File: src/rtl/dsp_pkg.sv
// Shared constants, state encoding and payload types for the DSP MAC sequencer.
package dsp_pkg;

    localparam int unsigned A_W  = 18;
    localparam int unsigned P_W  = 48;
    localparam int unsigned OP_W = 8;

    // OPMODE codes: X=M/Z=0, X=M/Z=P, X=0/Z=P
    localparam logic [OP_W-1:0] OP_FIRST = 8'h01;
    localparam logic [OP_W-1:0] OP_ACC   = 8'h09;
    localparam logic [OP_W-1:0] OP_HOLD  = 8'h08;

    typedef enum logic [1:0] {
        ST_IDLE  = 2'd0,
        ST_LOAD  = 2'd1,
        ST_DRAIN = 2'd2,
        ST_DONE  = 2'd3
    } state_t;

    // Result payload returned to the consumer
    typedef struct packed {
        logic                  err;
        logic signed [P_W-1:0] p;
    } res_t;

endpackage

File: src/rtl/dsp_drain_timer.sv
// Loadable down-counter: done_c pulses for one cycle LAT cycles after load.
module dsp_drain_timer #(
    parameter int unsigned LAT = 4
) (
    input  logic clk,
    input  logic rst_n,
    input  logic load,
    output logic done_c
);

    localparam int unsigned CNT_W = $clog2(LAT + 1);

    logic [CNT_W-1:0] cnt;
    logic             busy;

    // Count down from LAT; stop one cycle after reaching zero
    always_ff @(posedge clk or negedge rst_n) begin
        if (!rst_n) begin
            cnt  <= '0;
            busy <= 1'b0;
        end else if (load) begin
            cnt  <= CNT_W'(LAT);
            busy <= 1'b1;
        end else if (busy) begin
            if (cnt == '0) begin
                busy <= 1'b0;
            end else begin
                cnt <= cnt - CNT_W'(1);
            end
        end
    end

    assign done_c = busy && (cnt == '0);

endmodule

File: src/rtl/dsp_mac_sequencer.sv
// Streams signed operand pairs into a DSP slice, sequences OPMODE so P accumulates
// sum(A*B), and returns the 48-bit dot product over valid/ready.
module dsp_mac_sequencer
    import dsp_pkg::*;
#(
    parameter int unsigned MAX_LEN = 256,
    parameter int unsigned DSP_LAT = 4
) (
    input  logic                   clk,
    input  logic                   rst_n,
    input  logic                   in_valid,
    output logic                   in_ready,
    input  logic signed [A_W-1:0]  in_a,
    input  logic signed [A_W-1:0]  in_b,
    input  logic                   in_last,
    output logic                   res_valid,
    input  logic                   res_ready,
    output logic signed [P_W-1:0]  res_p,
    output logic                   res_err,
    output logic signed [A_W-1:0]  dsp_a,
    output logic signed [A_W-1:0]  dsp_b,
    output logic [OP_W-1:0]        dsp_opmode,
    input  logic signed [P_W-1:0]  dsp_p
);

    localparam int unsigned CNT_W = $clog2(MAX_LEN);

    state_t                 state, state_nxt;
    logic [CNT_W-1:0]       cnt, cnt_nxt;
    logic                   err, err_nxt;
    logic                   in_ready_nxt;
    logic                   res_valid_nxt;
    res_t                   res_q, res_nxt;
    logic signed [A_W-1:0]  dsp_a_nxt, dsp_b_nxt;
    logic [OP_W-1:0]        dsp_op_nxt;
    logic                   timer_load;
    logic                   drain_done_c;

    // Waits out the slice pipeline after the last operand pair
    dsp_drain_timer #(
        .LAT (DSP_LAT)
    ) u_drain_timer (
        .clk    (clk),
        .rst_n  (rst_n),
        .load   (timer_load),
        .done_c (drain_done_c)
    );

    // Next-state and next-output logic
    always_comb begin
        state_nxt     = state;
        cnt_nxt       = cnt;
        err_nxt       = err;
        in_ready_nxt  = 1'b0;
        res_valid_nxt = res_valid;
        res_nxt       = res_q;
        dsp_a_nxt     = dsp_a;
        dsp_b_nxt     = dsp_b;
        dsp_op_nxt    = OP_HOLD;
        timer_load    = 1'b0;

        case (state)
            ST_IDLE: begin
                state_nxt    = ST_LOAD;
                in_ready_nxt = 1'b1;
            end
            ST_LOAD: begin
                in_ready_nxt = 1'b1;
                if (in_valid && in_ready) begin
                    dsp_a_nxt  = in_a;
                    dsp_b_nxt  = in_b;
                    dsp_op_nxt = (cnt == '0) ? OP_FIRST : OP_ACC;
                    cnt_nxt    = cnt + CNT_W'(1);
                    // Vector ends on IN_LAST or when the length limit is hit
                    if (in_last || (cnt == CNT_W'(MAX_LEN - 1))) begin
                        state_nxt    = ST_DRAIN;
                        in_ready_nxt = 1'b0;
                        timer_load   = 1'b1;
                        if (!in_last) begin
                            err_nxt = 1'b1;
                        end
                    end
                end
            end
            ST_DRAIN: begin
                if (drain_done_c) begin
                    state_nxt     = ST_DONE;
                    res_valid_nxt = 1'b1;
                    res_nxt.p     = dsp_p;
                    res_nxt.err   = err;
                end
            end
            ST_DONE: begin
                if (res_ready) begin
                    state_nxt     = ST_LOAD;
                    in_ready_nxt  = 1'b1;
                    res_valid_nxt = 1'b0;
                    cnt_nxt       = '0;
                    err_nxt       = 1'b0;
                end
            end
            default: begin
                state_nxt = ST_IDLE;
            end
        endcase
    end

    // State and registered outputs
    always_ff @(posedge clk or negedge rst_n) begin
        if (!rst_n) begin
            state      <= ST_IDLE;
            cnt        <= '0;
            err        <= 1'b0;
            in_ready   <= 1'b0;
            res_valid  <= 1'b0;
            res_q      <= '0;
            dsp_a      <= '0;
            dsp_b      <= '0;
            dsp_opmode <= OP_HOLD;
        end else begin
            state      <= state_nxt;
            cnt        <= cnt_nxt;
            err        <= err_nxt;
            in_ready   <= in_ready_nxt;
            res_valid  <= res_valid_nxt;
            res_q      <= res_nxt;
            dsp_a      <= dsp_a_nxt;
            dsp_b      <= dsp_b_nxt;
            dsp_opmode <= dsp_op_nxt;
        end
    end

    assign res_p   = res_q.p;
    assign res_err = res_q.err;

endmodule
File: config.mk
export PLATFORM = sky130hd
export DESIGN_NAME = dsp_mac_sequencer
export DESIGN_NICKNAME = d
export VERILOG_FILES = /design/src/rtl/dsp_pkg.sv /design/src/rtl/dsp_drain_timer.sv /design/src/rtl/dsp_mac_sequencer.sv
export SDC_FILE = /design/constraint.sdc
export NUM_CORES = 1
export LEC_CHECK = 0
export CORE_MARGIN = 2
export CORE_UTILIZATION = 45
export DETAILED_ROUTE_END_ITERATION = 7
export GPL_TIMING_DRIVEN = 0
export PLACE_DENSITY = 0.95
export SLEW_MARGIN = 15
export SYNTH_ARGS = -nofsm -noshare
export SYNTH_HDL_FRONTEND = slang
export SYNTH_SLANG_ARGS = --single-unit
export TNS_END_PERCENT = 10
File: constraint.sdc
create_clock -name clk -period 4.1 [get_ports clk]
set_input_delay 0.82 -clock clk [delete_from_list [all_inputs] [get_ports clk]]
set_output_delay 0.82 -clock clk [all_outputs]
set_load 0.005 [all_outputs]
Word-level counts from Yosys, hierarchy flattened
Index checks and enable logic that the tools add are counted.

Multiplexer cells: 31. Div/mod/pow operators: 0. Eq/ne operators: 10. Shift operators: 0. $mul: 0. Reductions and logical operators: 16. Bitwise operators: 0. Order comparisons: 0. $add $sub $neg: 2.

Operators by type and width (count): 8-bit 2-to-1 mux (2); 8-bit case mux with 2 select lines (1); 1-bit 2-to-1 mux (14); 4-bit 2-to-1 mux (3); 2-bit != test, second input constant (6); 3-bit 2-to-1 mux (3); 8-bit by 1-bit adder with 8-bit output, second input constant (1); 8-bit equality test, second input constant (1); 8-bit logical NOT (1); 2-bit 2-to-1 mux (4); 2-bit case mux with 4 select lines (1); 2-bit AND reduction (3); 3-bit AND reduction (2); 2-bit nonzero test (3); 5-bit AND reduction (1); 2-bit equality test, second input constant (2); 1-bit case mux with 2 select lines (2); 4-bit AND reduction (1); 3-bit logical NOT (1); 1-bit case mux with 3 select lines (1); 3-bit by 1-bit subtractor with 3-bit output, second input constant (1); 2-bit by 1-bit equality test with 1-bit output, second input constant (1); 1-bit logical AND (2); 2-bit logical NOT (1); 1-bit logical OR (1).

Word-level logic and storage cells: 71. Bits in read-only memories: 0. Latch bits: 0. Bits in writable memories: 0. Output and inout port bits: 95. Bits in registers: 110. Memories: 0. Bits of input ports: 89.

Logic depth before layout (Yosys ltp)
Depth after elaboration: 7. Gate-level depth with buffers: 7. Mapped depth without buffers: 6.

Modules after synthesis
From an unflattened synthesis, not the netlist that was laid out.

Cell total of the unflattened synthesis: 295. Area total of the unflattened synthesis: 4272.8 um^2.

By module, submodules not included: dsp_mac_sequencer (seq. area each 2503.7 um^2, instances 1, area each 4047.6 um^2, cells an instance 273); dsp_drain_timer (seq. area each 100.1 um^2, instances 1, area each 225.2 um^2, cells an instance 22).

Worst setup path after synthesis
OpenSTA, ideal clock, no wires.

Path kind: input to register. Start point: input in_valid. End point: register dsp_a[10]. Stages: 5. Setup time: 0.125 ns. Path buffers: 2. Required time: 3.975 ns. Arrival: 1.786 ns. Setup slack: 2.189 ns. Cell sequence: nand3_1 -> inv_1 -> buf_2 -> buf_2 -> mux2_2.

Longest elaborated chain between the ends: 2.

RTL lines: start, declared (line dsp_mac_sequencer.sv:11) `input logic in_valid,`; 1-bit logical AND (line dsp_mac_sequencer.sv:69) `if (in_valid && in_ready) begin`; 2-bit AND reduction (no line); end signal, assigned (line dsp_mac_sequencer.sv:127) `dsp_a <= dsp_a_nxt;`; end, declared (line dsp_mac_sequencer.sv:20) `output logic signed [A_W-1:0] dsp_a,`.

Every way passes these cells. A chain may end at the register's enable or synchronous reset.

Worst setup path in the final report
Start point: input in_valid. End point: register dsp_a[8].

The elaborated chain is that of the path after synthesis.

==> impl_metrics.env <==
export IMPL_setup_worst_path_end="dsp_a[8]"
export IMPL_cts_root_buf="clkbuf_8"
export IMPL_synth_cell_types=42
export IMPL_rows=35
export IMPL_p_leak_uw=0.00273
export IMPL_place_area_mm2=0.00619
export IMPL_hold_class="in -> async"
export IMPL_postCtsHoldBufs=0
export IMPL_path_common_cell="buf_2"
export IMPL_clock_path_buffers=2
export IMPL_gr_total_overflow=0
export IMPL_critical_path_max_stage_delay_ps=550
export IMPL_required_ps=4330
export IMPL_setup_viol=0
export IMPL_cts_resized_gates=0
export IMPL_cap_violations=0
export IMPL_post_route_util=0.694
export IMPL_synth_seq_cells=104
export IMPL_grt_pass1_vias=3114
export IMPL_die_area_mm2=0.0102
export IMPL_insertion_delay_ps=360
export IMPL_die_h_um=101
export IMPL_timing_critical_path_buf_inv=4
export IMPL_cts_buffers_inserted=9
export IMPL_grt_usage=0.194
export IMPL_synth_top_cells_by_area="dfrtp_1 61%, mux2_2 23%, ha_1 2.4%"
export IMPL_cts_sinks=104
export IMPL_antenna_found_initial=0
export IMPL_rsz0062_at_grt="no"
export IMPL_drt_first_pass_iters=4
export IMPL_cp_max_fo=10
export IMPL_antenna_left=0
export IMPL_fin_tns_setup_ps=0
export IMPL_wl_per_cell_um=16.4
export IMPL_yosysTopAreaCell="dfrtp_1"
export IMPL_period_share=0.573
export IMPL_p_int_uw=3090
export IMPL_num_io_pins=184
export IMPL_via_per_inst=5.01
export IMPL_start_util=0.460
export IMPL_cp_top_family="buffers and inverters"
export IMPL_worstMarginPinSlew_ps=571
export IMPL_comb_power_share=0.439
export IMPL_syn_area_per_cell_um2=14.4
export IMPL_fin_total_pwr_uw=4300
export IMPL_r2r_start="state[1]"
export IMPL_async_flop_share=1.00
export IMPL_nNetsFinal=585
export IMPL_skew_ps=15.0
export IMPL_grt_max_degree=55
export IMPL_htree_levels=3
export IMPL_core_mm2=0.00920
export IMPL_timing_fmax_ghz=0.426
export IMPL_ff2ff_setup_slack_ps=1950
export IMPL_start_kind="primary input"
export IMPL_dpl_hpwl_um=7660
export IMPL_timing_rr_end="dsp_a[8]"
export IMPL_postCtsSetupBuffers=0
export IMPL_n_antenna_cell=0
export IMPL_worst_setup_path_type="in -> reg"
export IMPL_crit_start="in_valid"
export IMPL_synth_edf_count=0
export IMPL_drive_above_1_share=0.244
export IMPL_min_period_ps=2350
export IMPL_p_switching_uw=1210
export IMPL_path_cells="clkdlybuf4s50_1 > nand3_1 > inv_1 > buf_2 > buf_2 > mux2_2"
export IMPL_r2r_cells=7
export IMPL_maxSlewHeadroom=0.619
export IMPL_ys_warnings_count=0
export IMPL_cts_tree="done"
export IMPL_synthToLayoutAreaGrowth_pct=50.9
export IMPL_yosysSeqAreaShare=0.615
export IMPL_status="finished clean"
export IMPL_timing_final_max_slew_violations=0
export IMPL_arrival_ps=2580
export IMPL_switching_share=0.281
export IMPL_drt_iter0_markers=36
export IMPL_critical_path_depth=6
export IMPL_powerDensity_mw_per_mm2=674
export IMPL_fin_area_mm2=0.00638
export IMPL_drc=0
export IMPL_die_w_um=101
export IMPL_ir_worst_vdd_mv=0.343
export IMPL_clkPwrFrac=0.148
export IMPL_vias=3020
export IMPL_cts_clk_slew_worst_paths_ps=100
export IMPL_crit_path_top_delay_cell="clkdlybuf4s50_1"
export IMPL_io_buffers=177
export IMPL_critPathCaptureType="register"
export IMPL_final_hold_viol_count=0
export IMPL_ys_flop_type="dfrtp_1"
export IMPL_place_gp_congestion=0.880
export IMPL_synth_top_cell_area_share=0.609
export IMPL_wl_um=9910
export IMPL_seqPwrFrac=0.413
export IMPL_grt_pass1_wl_um=15300
export IMPL_syn_area_mm2=0.00423
export IMPL_syn_inst=294
==> how the worst min path moves through the flow <==
stage	slack [ps]	cells after the start	start	endpoint
6_report	400	1	rst_n	dsp_a[13]
3_3_place_gp	470	2	res_err	res_err
5_1_grt	430	1	rst_n	dsp_a[13]
3_5_place_dp	490	1	res_p[10]	res_p[10]
4_1_cts	420	1	rst_n	dsp_a[10]
2_1_floorplan	470	2	err	err
==> logic make-up after synthesis <==
logic type / count (synthesis) / synth area share
AO/OA/AOI/OAI: 22 / 0.0346
XOR/XNOR: 5 / 0.0104
buffers and inverters: 25 / 0.0299
flip-flops: 104 / 0.615
adder cells (fa/ha/maj): 8 / 0.0237
multiplexers: 88 / 0.235
AND/OR/NAND/NOR: 41 / 0.0506
other: 1 / 0.000886
==> power by group through the flow <==
stage	sequential (µW)	combinational [µW]	clock, µW
CTS	1780	1920	653
global route	1840	2040	707
global placement	1750	1830	0
finish	1780	1890	635
detailed placement	1800	1910	0
floorplan	1800	702	0
==> cell type report <==
| cell class | count | area (µm²) |
|---|---|---|
| buffer | 15 | 88.8 |
| clock buffer | 11 | 141 |
| clock inverter | 4 | 53.8 |
| fill | 662 | 2810 |
| inverter | 10 | 37.5 |
| multi-input combinational | 170 | 1520 |
| sequential | 104 | 2600 |
| tap | 111 | 139 |
| timing repair buffer | 178 | 1800 |
==> flip-flops by register name, summed over array words and instances, names as in the netlist <==
name,flops
cnt,8
dsp_a,18
dsp_b,18
dsp_opmode,2
err,1
in_ready,1
res_err,1
res_p,48
res_valid,1
state,2
u_drain_timer.busy,1
u_drain_timer.cnt,3
==> through the flow <==
stage                     cells  hold WS [ps]  setup WS, ps
after global placement      587           468         -1550
after CTS                   603           416          1770
final                       603           398          1750
after floorplan             299           470          2190
after detailed placement    588           492          1400
after global routing        603           426          1640
==> layer usage <==
| metal | global-route usage | part of all wire | vias to the layer above |
|---|---|---|---|
| met1 | 0.227 | 0.39 | 1509 |
| li1 | - | - | 1403 |
| met2 | 0.356 | 0.55 | 99 |
| met4 | 0.0509 | 0.0093 | 0 |
| met5 | 0 | 0 | - |
| met3 | 0.0492 | 0.058 | 9 |
==> synth_stat cells (2+ instances only) <==
master	number
a21oi_1	4
buf_2	8
buf_4	6
dfrtp_1	103
ha_1	8
inv_1	10
mux2_2	85
mux2i_1	2
nand2_1	9
nand3_1	4
nand4_1	4
nor2_1	10
nor3_1	2
o21ai_0	7
or4_1	2
xor2_1	4
==> layout by cell type, fill, tap and decap left out, drive strengths merged, types with 2 or more instances in the layout <==
master	n
a21oi	4
buf	16
clkbuf	12
clkdlybuf4s50	176
clkinvlp	2
conb	6
dfrtp	103
ha	8
inv	11
mux2	86
mux2i	2
nand2	10
nand3	4
nand4	4
nor2	10
nor3	2
o21ai	7
or4	2
xor2	4
Power figures use the tool's default switching activity.
